[src/rtl/exception_ctrl_pkg.sv]
// rtl/exception_ctrl_pkg.sv - cause codes, flag indices, FSM states and flag->cause table
package exception_ctrl_pkg;

    localparam int EXC_CAUSE_W = 6;
    localparam int N_EXC_DEF   = 16;

    typedef enum logic [1:0] {
        ST_IDLE     = 2'd0,
        ST_EVENT    = 2'd1,
        ST_REDIRECT = 2'd2
    } exc_state_e;

    localparam logic [EXC_CAUSE_W-1:0] EXCEPTION_INT  = 6'h00;
    localparam logic [EXC_CAUSE_W-1:0] EXCEPTION_PIL  = 6'h01;
    localparam logic [EXC_CAUSE_W-1:0] EXCEPTION_PIS  = 6'h02;
    localparam logic [EXC_CAUSE_W-1:0] EXCEPTION_PIF  = 6'h03;
    localparam logic [EXC_CAUSE_W-1:0] EXCEPTION_PME  = 6'h04;
    localparam logic [EXC_CAUSE_W-1:0] EXCEPTION_PPI  = 6'h07;
    localparam logic [EXC_CAUSE_W-1:0] EXCEPTION_ADE  = 6'h08;
    localparam logic [EXC_CAUSE_W-1:0] EXCEPTION_ALE  = 6'h09;
    localparam logic [EXC_CAUSE_W-1:0] EXCEPTION_SYS  = 6'h0b;
    localparam logic [EXC_CAUSE_W-1:0] EXCEPTION_BRK  = 6'h0c;
    localparam logic [EXC_CAUSE_W-1:0] EXCEPTION_INE  = 6'h0d;
    localparam logic [EXC_CAUSE_W-1:0] EXCEPTION_IPE  = 6'h0e;
    localparam logic [EXC_CAUSE_W-1:0] EXCEPTION_FPD  = 6'h0f;
    localparam logic [EXC_CAUSE_W-1:0] EXCEPTION_TLBR = 6'h3f;

    // Flag order follows pipeline order: fetch-stage faults outrank decode, decode outranks memory.
    localparam logic [3:0] EXC_BIT_ADEF   = 4'd0;
    localparam logic [3:0] EXC_BIT_TLBR_F = 4'd1;
    localparam logic [3:0] EXC_BIT_PIF    = 4'd2;
    localparam logic [3:0] EXC_BIT_PPI_F  = 4'd3;
    localparam logic [3:0] EXC_BIT_INE    = 4'd4;
    localparam logic [3:0] EXC_BIT_IPE    = 4'd5;
    localparam logic [3:0] EXC_BIT_FPD    = 4'd6;
    localparam logic [3:0] EXC_BIT_SYS    = 4'd7;
    localparam logic [3:0] EXC_BIT_BRK    = 4'd8;
    localparam logic [3:0] EXC_BIT_ADEM   = 4'd9;
    localparam logic [3:0] EXC_BIT_ALE    = 4'd10;
    localparam logic [3:0] EXC_BIT_TLBR_M = 4'd11;
    localparam logic [3:0] EXC_BIT_PIL    = 4'd12;
    localparam logic [3:0] EXC_BIT_PIS    = 4'd13;
    localparam logic [3:0] EXC_BIT_PME    = 4'd14;
    localparam logic [3:0] EXC_BIT_PPI_M  = 4'd15;

    function automatic logic [EXC_CAUSE_W-1:0] exc_bit_to_cause(input logic [3:0] idx);
        logic [EXC_CAUSE_W-1:0] c;
        case (idx)
            EXC_BIT_ADEF:   c = EXCEPTION_ADE;
            EXC_BIT_TLBR_F: c = EXCEPTION_TLBR;
            EXC_BIT_PIF:    c = EXCEPTION_PIF;
            EXC_BIT_PPI_F:  c = EXCEPTION_PPI;
            EXC_BIT_INE:    c = EXCEPTION_INE;
            EXC_BIT_IPE:    c = EXCEPTION_IPE;
            EXC_BIT_FPD:    c = EXCEPTION_FPD;
            EXC_BIT_SYS:    c = EXCEPTION_SYS;
            EXC_BIT_BRK:    c = EXCEPTION_BRK;
            EXC_BIT_ADEM:   c = EXCEPTION_ADE;
            EXC_BIT_ALE:    c = EXCEPTION_ALE;
            EXC_BIT_TLBR_M: c = EXCEPTION_TLBR;
            EXC_BIT_PIL:    c = EXCEPTION_PIL;
            EXC_BIT_PIS:    c = EXCEPTION_PIS;
            EXC_BIT_PME:    c = EXCEPTION_PME;
            EXC_BIT_PPI_M:  c = EXCEPTION_PPI;
            default:        c = EXCEPTION_INT;
        endcase
        return c;
    endfunction

endpackage

[src/rtl/exc_prio_enc.sv]
// rtl/exc_prio_enc.sv - combinational priority encoder, lowest set flag index wins
module exc_prio_enc
    import exception_ctrl_pkg::*;
#(
    parameter int N_EXC = N_EXC_DEF
) (
    input  logic [N_EXC-1:0]       exc_i,
    output logic                   any_o,
    output logic [EXC_CAUSE_W-1:0] cause_o
);

    // Scan from the lowest-priority end so the highest-priority flag overwrites last.
    always_comb begin
        cause_o = EXCEPTION_INT;
        for (int i = N_EXC - 1; i >= 0; i--) begin
            if (exc_i[i]) begin
                cause_o = exc_bit_to_cause(4'(i));
            end
        end
    end

    assign any_o = |exc_i;

endmodule

[src/rtl/exception_ctrl.sv]
// rtl/exception_ctrl.sv - commit-stage exception/interrupt/ERTN arbiter driving CSR pulses and redirect
module exception_ctrl
    import exception_ctrl_pkg::*;
#(
    parameter int N_EXC  = N_EXC_DEF,
    parameter int ADDR_W = 32
) (
    input  logic                   clk,
    input  logic                   rst,
    input  logic                   commit_valid,
    output logic                   commit_ready,
    input  logic [ADDR_W-1:0]      commit_pc,
    input  logic [N_EXC-1:0]       commit_exc,
    input  logic [ADDR_W-1:0]      commit_bad_addr,
    input  logic                   commit_is_ertn,
    input  logic                   crmd_ie,
    input  logic [11:0]            ecfg_lie,
    input  logic [11:0]            estat_is,
    input  logic [ADDR_W-1:0]      eentry_va,
    input  logic [ADDR_W-1:0]      tlbrentry_pa,
    input  logic [ADDR_W-1:0]      era_pc,
    output logic                   is_exception,
    output logic [EXC_CAUSE_W-1:0] exception_cause,
    output logic [ADDR_W-1:0]      exception_pc,
    output logic [ADDR_W-1:0]      exception_addr,
    output logic                   is_ertn,
    output logic                   is_syscall_break,
    output logic                   flush,
    output logic                   redirect_valid,
    output logic [ADDR_W-1:0]      redirect_pc,
    input  logic                   redirect_ready
);

    exc_state_e             state_q, state_d;
    logic                   int_pend_q, int_pend_d;
    logic                   is_exc_q, is_exc_d;
    logic                   is_ertn_q, is_ertn_d;
    logic                   sysbrk_q, sysbrk_d;
    logic                   flush_q, flush_d;
    logic                   rv_q, rv_d;
    logic [EXC_CAUSE_W-1:0] cause_q, cause_d;
    logic [ADDR_W-1:0]      pc_q, pc_d;
    logic [ADDR_W-1:0]      addr_q, addr_d;
    logic [ADDR_W-1:0]      rpc_q, rpc_d;

    logic                   exc_any;
    logic [EXC_CAUSE_W-1:0] exc_cause;
    logic                   commit_fire;

    exc_prio_enc #(
        .N_EXC (N_EXC)
    ) u_prio_enc (
        .exc_i   (commit_exc),
        .any_o   (exc_any),
        .cause_o (exc_cause)
    );

    assign commit_ready = (state_q == ST_IDLE);
    assign commit_fire  = commit_valid && commit_ready;

    always_comb begin
        state_d    = state_q;
        int_pend_d = (state_q != ST_REDIRECT) && crmd_ie && (|(ecfg_lie & estat_is));
        is_exc_d   = 1'b0;
        is_ertn_d  = 1'b0;
        sysbrk_d   = 1'b0;
        flush_d    = flush_q;
        rv_d       = rv_q;
        cause_d    = cause_q;
        pc_d       = pc_q;
        addr_d     = addr_q;
        rpc_d      = rpc_q;

        case (state_q)
            ST_IDLE: begin
                if (commit_fire && (int_pend_q || exc_any || commit_is_ertn)) begin
                    state_d = ST_EVENT;
                    flush_d = 1'b1;
                    pc_d    = commit_pc;
                    addr_d  = commit_bad_addr;
                    if (int_pend_q) begin
                        is_exc_d = 1'b1;
                        cause_d  = EXCEPTION_INT;
                    end else if (exc_any) begin
                        // Exception flags beat ERTN, so a faulting ERTN never returns.
                        is_exc_d = 1'b1;
                        cause_d  = exc_cause;
                        sysbrk_d = (exc_cause == EXCEPTION_SYS) || (exc_cause == EXCEPTION_BRK);
                    end else begin
                        is_ertn_d = 1'b1;
                    end
                end
            end
            ST_EVENT: begin
                // CSR updates on this same edge, so ERA/EENTRY here are still the pre-event values.
                state_d = ST_REDIRECT;
                rv_d    = 1'b1;
                if (is_ertn_q) begin
                    rpc_d = era_pc;
                end else if (cause_q == EXCEPTION_TLBR) begin
                    rpc_d = tlbrentry_pa;
                end else begin
                    rpc_d = eentry_va;
                end
            end
            ST_REDIRECT: begin
                if (redirect_ready) begin
                    state_d = ST_IDLE;
                    flush_d = 1'b0;
                    rv_d    = 1'b0;
                end
            end
            default: begin
                state_d = ST_IDLE;
                flush_d = 1'b0;
                rv_d    = 1'b0;
            end
        endcase
    end

    always_ff @(posedge clk) begin
        if (rst) begin
            state_q    <= ST_IDLE;
            int_pend_q <= 1'b0;
            is_exc_q   <= 1'b0;
            is_ertn_q  <= 1'b0;
            sysbrk_q   <= 1'b0;
            flush_q    <= 1'b0;
            rv_q       <= 1'b0;
            cause_q    <= '0;
            pc_q       <= '0;
            addr_q     <= '0;
            rpc_q      <= '0;
        end else begin
            state_q    <= state_d;
            int_pend_q <= int_pend_d;
            is_exc_q   <= is_exc_d;
            is_ertn_q  <= is_ertn_d;
            sysbrk_q   <= sysbrk_d;
            flush_q    <= flush_d;
            rv_q       <= rv_d;
            cause_q    <= cause_d;
            pc_q       <= pc_d;
            addr_q     <= addr_d;
            rpc_q      <= rpc_d;
        end
    end

    assign is_exception     = is_exc_q;
    assign is_ertn          = is_ertn_q;
    assign is_syscall_break = sysbrk_q;
    assign flush            = flush_q;
    assign redirect_valid   = rv_q;
    assign exception_cause  = cause_q;
    assign exception_pc     = pc_q;
    assign exception_addr   = addr_q;
    assign redirect_pc      = rpc_q;

endmodule
[config.mk]
export PLATFORM = sky130hd
export DESIGN_NAME = exception_ctrl
export DESIGN_NICKNAME = d
export VERILOG_FILES = /design/src/rtl/exception_ctrl_pkg.sv /design/src/rtl/exc_prio_enc.sv /design/src/rtl/exception_ctrl.sv
export SDC_FILE = /design/constraint.sdc
export NUM_CORES = 1
export LEC_CHECK = 0
export BUFFER_PORTS_ARGS = -buffer_cell sky130_fd_sc_hd__buf_4
export CORE_AREA = 4 4 121 123
export DETAILED_ROUTE_END_ITERATION = 8
export DIE_AREA = 0 0 125 127
export GPL_TIMING_DRIVEN = 0
export PLACE_DENSITY = 0.67
export SETUP_SLACK_MARGIN = 0.02
export SYNTH_ARGS = -nofsm -noshare
export SYNTH_HDL_FRONTEND = slang
export SYNTH_HIERARCHICAL = 1
export SYNTH_SLANG_ARGS = --single-unit
export TNS_END_PERCENT = 50
[constraint.sdc]
create_clock -name clk -period 5.1 [get_ports clk]
set_input_delay 0.255 -clock clk [delete_from_list [all_inputs] [get_ports clk]]
set_output_delay 0.255 -clock clk [all_outputs]
set_load 0.05 [all_outputs]
== After elaboration in Yosys (flattened, before gate mapping) ==
Cells that the tools add are included.

* Register bits after elaboration: 110
* Input port bits: 206

* Bitwise gates (word level): 5
* Reductions and logical operators: 19
* Equality and inequality tests: 8
* Multiplexer cells: 30

{| class="wikitable"
|+ Operators with widths
! kind !! number
|-
| $mux 6 || 14
|-
| $mux 32 || 2
|-
| $reduce_or 16->1 || 1
|-
| $and 12x12->12 || 1
|-
| $eq 6x4->1 const B || 2
|-
| $mux 3 || 4
|-
| $reduce_or 12->1 || 1
|-
| $eq 6x6->1 const B || 1
|-
| $pmux 1 s3 || 2
|-
| $pmux 2 s3 || 1
|-
| $reduce_and 2->1 || 3
|-
| $reduce_and 3->1 || 2
|-
| $mux 1 || 5
|-
| $reduce_or 5->1 || 1
|-
| $logic_and 1x1->1 || 4
|-
| $mux 2 || 2
|-
| $ne 2x2->1 const B || 2
|-
| $not 1->1 || 4
|-
| $reduce_or 4->1 || 1
|-
| $logic_or 1x1->1 || 3
|-
| $reduce_or 3->1 || 1
|-
| $eq 2x1->1 const B || 1
|-
| $eq 2x2->1 const B || 1
|-
| $logic_not 2->1 || 1
|-
| other kinds (2) || 2
|}

== Logic depth before layout (Yosys ltp) ==
Gate-level depths: netlist of run 1.

* Depth after elaboration: 18
* Mapped depth: 8
* Mapped depth without buffers: 7

== Cells and area by module ==
Netlist of run 1, hierarchy kept.

{| class="wikitable"
|+ By module, submodules not included
! module !! cells each !! area an instance (µm²) !! sequential area each (µm²) !! instances
|-
| exception_ctrl || 526 || 4623.2 || 2202.1 || 1
|-
| exc_prio_enc || 36 || 212.7 || 0.0 || 1
|}

== Least setup slack after synthesis of run 1 ==
No wires, ideal clock.

* Path type: input -> register
* From: input commit_exc[3]
* To: register addr_q[10] (netlist: exception_addr[10])
* Arrival time: 1.810 ns
* Path slack: 3.219 ns
* Required time: 5.029 ns
* Buffers on the path: 2
* Library setup time: 0.071 ns
* Stages on the path: 7
* Path through: nor3_1 > nand4_1 > o31ai_2 > buf_2 > buf_2 > nand2_1 > a21oi_2

* Word-level cells in the longest chain between the ends: 5

{| class="wikitable"
|+ RTL lines
! what !! RTL line !! text
|-
| from (decl) || exception_ctrl.sv:13 || <nowiki>input logic [N_EXC-1:0] commit_exc,</nowiki>
|-
| $reduce_or 16->1 || exc_prio_enc.sv:22 || <nowiki>assign any_o = |exc_i;</nowiki>
|-
| via exc_any || exception_ctrl.sv:46 || <nowiki>logic exc_any;</nowiki>
|-
| $logic_or 1x1->1 (2 in a row) || exception_ctrl.sv:76 || <nowiki>if (commit_fire && (int_pend_q || exc_any || commit_is_ertn)) begin</nowiki>
|-
| $logic_and 1x1->1 || exception_ctrl.sv:76 ||
|-
| $reduce_and 2->1 (no line) || n/a ||
|-
| to (signal assigned) || exception_ctrl.sv:144 || <nowiki>addr_q <= addr_d;</nowiki>
|-
| to (decl) || exception_ctrl.sv:43 || <nowiki>logic [ADDR_W-1:0] addr_q, addr_d;</nowiki>
|}

The timed path passes the listed nets, and every way through them passes these cells.
A chain may end at the register's enable or synchronous reset.

== Worst setup path in the final report of run 1 ==
* From: input commit_exc[3]
* To: register addr_q[0] (netlist: exception_addr[0])

Same word-level chain as after synthesis.

==> results of run 1 <==
==> worst paths after layout <==
kind                            slack [ns]                end
worst max-delay path                  2.96  exception_addr[0]
worst min-delay path                  0.14    exception_pc[7]
worst max register to register        3.42     redirect_pc[5]
worst min register to register        0.45     redirect_pc[7]
==> registers in the layout, indices dropped and copies added (netlist names) <==
signal	cells
exception_addr	32
exception_cause	6
exception_pc	32
flush	1
int_pend_q	1
is_ertn	1
is_exception	1
is_syscall_break	1
redirect_pc	32
redirect_valid	1
state_q	2
==> power groups by stage <==
stage                     logic [W]  clock network (W)  registers (W)
after CTS                  0.000594           0.000777       0.000940
after floorplan            0.000164                  0        0.00113
after global routing       0.000625           0.000809       0.000946
after global placement     0.000586                  0       0.000957
final                      0.000589           0.000758       0.000940
after detailed placement   0.000594                  0       0.000959
==> stage by stage <==
stage,total power [W],instances
2_1_floorplan,0.001292,562
3_3_place_gp,0.001543,1054
3_5_place_dp,0.001553,1054
4_1_cts,0.002311,1070
5_1_grt,0.002381,1071
6_report,0.002287,1071
==> cell usage in the layout (no fill, tap or decap), types with 3 or more instances in the layout <==
| cell type | synthesis | layout |
|---|---|---|
| sky130_fd_sc_hd__buf_4 | 2 | 314 |
| sky130_fd_sc_hd__nand2_1 | 117 | 117 |
| sky130_fd_sc_hd__dfxtp_1 | 110 | 110 |
| sky130_fd_sc_hd__nand2_2 | 50 | 50 |
| sky130_fd_sc_hd__a21oi_2 | 50 | 50 |
| sky130_fd_sc_hd__nor2_1 | 48 | 48 |
| sky130_fd_sc_hd__o221ai_1 | 32 | 32 |
| sky130_fd_sc_hd__o21ai_1 | 32 | 32 |
| sky130_fd_sc_hd__clkbuf_1 | 21 | 21 |
| sky130_fd_sc_hd__a21oi_1 | 21 | 21 |
| sky130_fd_sc_hd__buf_2 | 12 | 12 |
| sky130_fd_sc_hd__clkbuf_16 | 0 | 9 |
| sky130_fd_sc_hd__buf_12 | 5 | 5 |
| sky130_fd_sc_hd__nand2b_1 | 4 | 4 |
| sky130_fd_sc_hd__nor2b_1 | 4 | 4 |
| sky130_fd_sc_hd__o21a_1 | 4 | 4 |
| sky130_fd_sc_hd__nand3b_1 | 4 | 4 |
| sky130_fd_sc_hd__nor3_1 | 4 | 4 |
| sky130_fd_sc_hd__inv_1 | 3 | 3 |
| sky130_fd_sc_hd__o21ai_0 | 3 | 3 |
| sky130_fd_sc_hd__a22o_1 | 3 | 3 |
| sky130_fd_sc_hd__a221oi_1 | 3 | 3 |
==> worst max-delay path, delay by kind of cell <==
family | cells | cell delay, ns
AND/OR/NAND/NOR | 3 | 0.82
AO/OA/AOI/OAI | 2 | 0.63
buffers and inverters | 3 | 0.70
==> logic make-up (layout without fill, tap and decap cells) <==
group,count (synthesis),after routing,share of synthesized area (%)
buffers and inverters,44,372,5.718
other,0,1,0
AOI/OAI and AO/OA,162,162,24.89
DFF,110,110,45.54
and+or+nand+nor,246,246,23.86
==> layer usage <==
metal	global-route usage (%)	up-vias	share of wire (%)
met3	8.278	29	10
li1	-	2583	-
met2	38.28	233	51
met4	8.482	0	2.6
met1	22.44	2413	37
met5	0	-	0
==> final cells by class <==
class / instances / area [um^2] / area share [%]
clock inverters: 6 / 85.08 / 1.101
diodes: 1 / 2.502 / 0.03237
well taps: 180 / 225.2 / 2.914
flip-flops and latches: 110 / 2202 / 28.49
multi-input cells: 408 / 2357 / 30.50
clock buffers: 10 / 239.0 / 3.092
plain buffers: 41 / 265.3 / 3.432
inverters: 3 / 11.26 / 0.1457
repair buffers: 312 / 2342 / 30.30
==> summary.md, run 1 <==
In this run the cell area measured after placement is 7403 um^2. Clock tree synthesis found a total of 110 sinks. For this run the aggregate overflow at the end of global routing stands at 0. For the finished layout, the period the worst path requires is 2.137 ns. TritonCTS built the clock tree. Derived from the worst setup path, the maximum achievable clock frequency is 467.9 MHz. The global placement routability congestion is 0.9362, and the global router's overall resource usage is 21.30%. In the final routed layout, each cell accounts on average for 16.65 um.

The synthesized netlist net count came out at 768. After clock tree synthesis, the clock-pin slew on the worst setup and hold paths is 0.07 ns. In the post-synthesis netlist, the biggest area contributors are sky130_fd_sc_hd__dfxtp_1 46%, sky130_fd_sc_hd__nand2_1 9.1%, sky130_fd_sc_hd__a21oi_2 9.1%, sky130_fd_sc_hd__nand2_2 6.5%, sky130_fd_sc_hd__o221ai_1 5.8%.

The critical path starts at commit_exc[3]. In this run the worst path has a maximum fanout of 10. The maximum cell stage delay along the critical path is 0.49 ns, and the via count of the first global-routing pass is 5375. The run gives 1091 as the number of nets in the final layout. Walking the worst path, the cells encountered are buf_4, nor3_1, nand4_1, o31ai_2, buf_2, buf_2, nand2_1, a21oi_2. In this run the mean area of a mapped cell was 8.605 um^2.

The top-area cell type share of the netlist area works out to 45.54%. Setup repair after global routing left no endpoint under its margin. Detailed routing inserted a total of 5258 vias.

The height of the chip is 127 um. The synthesized netlist contains 45 unique library cells. The final core area utilization is 56.56%. The worst hold path begins at commit_pc[7]. The post-layout instance area came out at 7730 um^2.

In this run the power density over the cells is 295.9 nW/um^2. The count of flip-flops with a built-in enable after synthesis is 0, and the die area is 15880 um^2. The first global-routing pass estimated 27.46 mm of wire. Highest-delay cell along the critical path: sky130_fd_sc_hd__o31ai_2.

The share of total power dissipated in sequential elements is 41.1%. Using the TritonRoute via totals, the vias-per-cell ratio works out to 4.909. In the synthesized netlist, the number of instances is 562. Worst hold path class: primary input to register. The worst setup path is captured at a register. The share of final-layout standard cells stronger than drive strength 1 was 50.79%. After clock tree synthesis, the setup repair step added 0 buffers. The port buffer count came out at 312. The maximum number of pins on one net before global-route repair came out at 18.

The number of endpoints with negative hold slack in the final report was 0. The tools report the number of synthesis warnings as 6. For this run, the leading register cell type out of synthesis is sky130_fd_sc_hd__dfxtp_1.

Net switching is 30.44% of the power. The count of nets left with antenna violations once routing finished came out at 0. The insertion delay of the later-clocked pin in the worst-skew pair is 0.35 ns. After synthesis the cells add up to 4836 um^2.

The dominant cell type by count on the critical path is sky130_fd_sc_hd__buf_2. The clock passes through at most 2 buffers. Adding up every negative setup slack in the final design gives 0 ns. The setup clock skew after layout was 0.004728 ns. The number of hold buffers added after CTS was 0. Among all cell types in the netlist, the one instantiated most often is sky130_fd_sc_hd__nand2_1.

For the area of the core, the log shows 13670 um^2. The final wirelength is 17.84 mm. The most area-hungry cell type in the Yosys netlist is sky130_fd_sc_hd__dfxtp_1.

The internal portion of the total power is 0.001591 W. Detailed placement finished with a half-perimeter wire length of 14.57 mm. Counting flops with an async set or reset pin after synthesis yields a share of 0%.

The count of state elements after synthesis was 110. In the post-route analysis, the smallest setup slack over all paths is 2.963 ns. The initial utilization of the core area, before any placement, comes to 35.39%.

The run finished with clean final reports. The tools report the initial antenna violation count as 1. The part of the Yosys area used for sequential elements is 45.54%. The tools report the count of routing violations after the opening detailed-route iteration as 190.

The worst register-to-register path begins at exception_cause[5]. The share of the cycle needed by the critical path after routing was 41.90%. The worst setup path is of the primary input to register kind. The cell at the root of the clock tree was sky130_fd_sc_hd__clkbuf_16. The worst register-to-register path has a depth of 5.

The number of clock buffers added by TritonCTS is 9. The tools report the data arrival at the endpoint of the critical path as 2.42 ns. The depth of the worst hold-timing path was 3. Gates resized during post-CTS repair numbered 0. The worst voltage drop across the vdd grid was 0.2020 mV; the switching power summed over all nets was 0.0006961 W.

DRC violation count after routing: 0. The tools report the hold slack as 0.1412 ns. The final-report max-slew violation count is 0, and the leakage power of the design is 3.387 nW. The tools report the final number of setup-violating endpoints as 0. The run gives 33.1% as the part of the total power dissipated in the clock network. The fill cell instance count of the final layout was 1289; the worst setup slack after placement was 2.575 ns. The run gives 0 as the number of maximum-capacitance violations. Row generation in the floorplan step produced 43 rows.

The count of pins on the block boundary was 314; the area growth from synthesis to layout was 59.84%. The relative max-transition margin came out at 53.61%. The count of TritonRoute iterations in the first routing pass came out at 4. The launching element type of the critical path is a primary input.

For the proportion of power drawn by combinational gates, the log shows 25.8%. In this run the number of H-tree levels came out at 3. After synthesis, the most frequently instantiated cells are 117 x sky130_fd_sc_hd__nand2_1, 110 x sky130_fd_sc_hd__dfxtp_1, 50 x sky130_fd_sc_hd__a21oi_2, 50 x sky130_fd_sc_hd__nand2_2, 48 x sky130_fd_sc_hd__nor2_1.

The width of the die came out at 125 um. At the worst endpoint, the required time is 5.38 ns. At the pin with the least slew margin, the transition time is 0.6959 ns.
Power figures use the tool's default switching activity.
==> run 2: changes to the inputs <==
--- a/config.mk
+++ b/config.mk
@@ -6,11 +6,11 @@
 export NUM_CORES = 1
 export LEC_CHECK = 0
 export BUFFER_PORTS_ARGS = -buffer_cell sky130_fd_sc_hd__buf_4
-export CORE_AREA = 4 4 121 123
+export CORE_AREA = 4 4 119 121
 export DETAILED_ROUTE_END_ITERATION = 8
-export DIE_AREA = 0 0 125 127
+export DIE_AREA = 0 0 123 125
 export GPL_TIMING_DRIVEN = 0
-export PLACE_DENSITY = 0.67
+export PLACE_DENSITY = 0.69
 export SETUP_SLACK_MARGIN = 0.02
 export SYNTH_ARGS = -nofsm -noshare
 export SYNTH_HDL_FRONTEND = slang
==> constraint.sdc (replaced) <==
create_clock -name clk -period 2 [get_ports clk]
set_input_delay 0.1 -clock clk [delete_from_list [all_inputs] [get_ports clk]]
set_output_delay 0.1 -clock clk [all_outputs]
set_load 0.05 [all_outputs]
==> run 2 against run 1 <==
Net effect:
- clock skew is 0.0039 ns higher
- design area is 7.8% higher
- worst setup slack worse by 2.7 ns
- die area is 3.1% lower
- sequential share of layout area is 2.1 points lower
- register-to-register slack worse by 3.2 ns
- sequential power grew to 2.6 times the previous value
- global-route usage is 2.7 points higher
- combinational power grew to 2.7 times the previous value
- core utilization is 7.1 points higher
- hold slack worse by 0.13 ns
==> summary.md, run 2 (synthesis results as in run 1) <==
The flow ran to the end, and the final reports show no timing, DRC or antenna violations. The end of the worst register-to-register path is redirect_pc[29]. The launching element type of the critical path was a primary input. 314 I/O pins were placed. The DRC violation count after routing is 0, and the clock sink count is 110.

Using the TritonRoute via totals, the vias-per-cell ratio works out to 4.947. Buffers inserted during clock tree synthesis total 9. The via count was 5590. In this run the worst path has a maximum fanout of 10.

Number of endpoints with negative hold slack in the final report: 0. The run gives 0 as the remaining number of nets flagged by the antenna check after routing. The worst hold path class was primary input to register. The relative max-transition margin is 54.09%. In this run the standard cell core region covers 13090 um^2.

The setup slack of the worst register-to-register path was 0.26 ns. The effective utilization at floorplan is 36.96%, and the count of TritonRoute iterations in the first routing pass is 4. The final period demand of the worst path was 1.776 ns; the sequential cell area was 2202 um^2.

The worst voltage drop across the vdd grid is 0.4315 mV, and the die area is 15380 um^2. At the worst endpoint, the required time is 2.28 ns. After routing the design area is 8333 um^2.

Across every metal layer, demand over resource in global routing totals 23.96%. For the final wirelength, the log shows 19.21 mm. Most common cell after layout, fill and taps aside: sky130_fd_sc_hd__buf_4. After global routing the overflow that remains totals 0. The first global-routing pass estimated 28.99 mm of wire. The port buffer count was 312; the post-layout instance count excluding filler cells was 1130. At the end of the flow the core is filled with cells to 63.68%.

The path depth of the worst reg2reg path was 5; the number of nets in the final layout was 1155. The library cells used most frequently in the layout, excluding fill and tap cells, are 317 x sky130_fd_sc_hd__buf_4, 117 x sky130_fd_sc_hd__nand2_1, 110 x sky130_fd_sc_hd__dfxtp_1, 61 x sky130_fd_sc_hd__dlygate4sd3_1. The detailed router finished its first iteration with 213 violations.

Derived from the worst setup path, the maximum achievable clock frequency is 563.2 MHz. The final number of setup-violating endpoints is 0. The run gives 41.5% as the relative contribution of sequential cells to total power. For the initial antenna violation count, the log shows 1.

Prior to clock tree synthesis, the placed netlist has a worst setup slack of -0.3642 ns. The level count of the clock H-tree came out at 3. The run gives 14.83 mm as the half-perimeter wire length after placement. The switching power summed over all nets was 0.001789 W; the height of the chip was 125 um.

Data on the critical path arrives at its endpoint at 2.05 ns. The part of the total power dissipated in the clock network was 30.6%; the share of the cycle needed by the critical path after routing was 88.78%. The cell at the root of the clock tree is sky130_fd_sc_hd__clkbuf_16. TritonCTS built the clock tree.

In this run the worst setup path begins at commit_exc[9]. The multi-input combinational cells in the finished layout cover a total of 2366 um^2. The number of placed instances, taps included, is 1050. Max-cap violations in this run came to 0. The startpoint of the most critical register-to-register path is state_q[0]. The logs give 27.9% for the proportion of power drawn by combinational gates and 2 for the buffer levels on the longest clock path. Dividing the detail-routed wire length by the instance count gives 17.00 um. The logs give 0.003999 W for the internal cell power and 42 for the number of placement rows. After clock tree synthesis, the clock-pin slew on the worst setup and hold paths is 0.07 ns.

For the final worst-path setup slack, the log shows 0.2244 ns. The tools report the setup clock skew after layout as 0.008677 ns. STA classifies the critical path endpoint as a register. The final total negative setup slack was 0 ns.

At the end of routability-driven placement, the weighted congestion stood at 0.8462. The via count of the first global-routing pass is 5786. The layout has 1130 filler cells. The area growth from synthesis to layout works out to 72.32%.

The critical path in this run is classified as primary input to register. Entering global routing, the biggest net connects 17 pins. Following the worst setup path forward leads to its endpoint at exception_addr[13]. The width of the die came out at 123 um.

The clock reaches the later pin of the worst-skew pair after 0.35 ns. For the final-report max-slew violation count, the log shows 0. Power spread over the standard cell area amounts to 694.6 nW/um^2. Net switching is 30.91% of the power.

The run gives 3.652 nW as the leakage power of the design. Cells with a size suffix above 1 make up 47.74% of the layout. The actual transition at the worst max-transition pin works out to 0.6886 ns. In this run the cell area measured after placement is 7398 um^2.
==> run 2: worst max-delay path, cell delays in order <==
cell and delay, ns:
sky130_fd_sc_hd__buf_4 0.12, sky130_fd_sc_hd__nor3_2 0.20, sky130_fd_sc_hd__and3_1 0.24, sky130_fd_sc_hd__nand4_1 0.10
sky130_fd_sc_hd__buf_4 0.19, sky130_fd_sc_hd__o31ai_4 0.31, sky130_fd_sc_hd__buf_2 0.29, sky130_fd_sc_hd__buf_2 0.26
sky130_fd_sc_hd__nand2_1 0.10, sky130_fd_sc_hd__a21oi_2 0.13
==> run 2: layout make-up <==
class | count | area share, %
Multi-Input combinational cell | 408 | 28.39
Inverter | 3 | 0.1351
Clock buffer | 10 | 2.868
Antenna cell | 1 | 0.03003
Clock inverter | 5 | 0.6006
Timing Repair Buffer | 376 | 35.71
Sequential cell | 110 | 26.43
Tap cell | 176 | 2.643
Buffer | 41 | 3.198
==> run 2: worst min-delay path by stage <==
stage	startpoint	to	slack [ns]	depth (start not counted)
2_1_floorplan	commit_bad_addr[0]	exception_addr[0]	0.23	2
3_3_place_gp	eentry_va[30]	redirect_pc[30]	0.35	3
3_5_place_dp	commit_pc[17]	exception_pc[17]	0.35	3
4_1_cts	tlbrentry_pa[22]	redirect_pc[22]	0.0001	3
5_1_grt	eentry_va[30]	redirect_pc[30]	0.009	3
6_report	commit_bad_addr[23]	exception_addr[23]	0.009	3
==> run 2: per-layer routing <==
metal | vias up | global-route usage, % | share of wire (%)
li1 | 2711 | - | -
met4 | 2 | 9.642 | 2.9
met2 | 260 | 43.45 | 51
met3 | 46 | 7.814 | 10
met1 | 2571 | 25.20 | 36
met5 | - | 0 | 0.068
==> run 2: power groups by stage <==
stage          combinational (W)  clock [W]  sequential, W
5_1_grt                  0.00171    0.00191        0.00241
6_report                 0.00161    0.00177        0.00240
2_1_floorplan           0.000418          0        0.00288
3_3_place_gp             0.00149          0        0.00244
3_5_place_dp             0.00151          0        0.00245
4_1_cts                  0.00161    0.00181        0.00240
==> run 2: timing repair <==
action,in CTS,in global routing
pin swaps,0,1
setup endpoints to repair,16,59
setup buffers,0,3
resized for setup,1,2
hold buffers,60,1
hold endpoints to repair,60,1
==> run 2: through the flow <==
step	hold slack, ns	power (W)
floorplan	0.2269	0.003294
global placement	0.3466	0.003930
finish	0.009027	0.005788
detailed placement	0.3523	0.003959
CTS	0.0001185	0.005824
global route	0.008569	0.006033
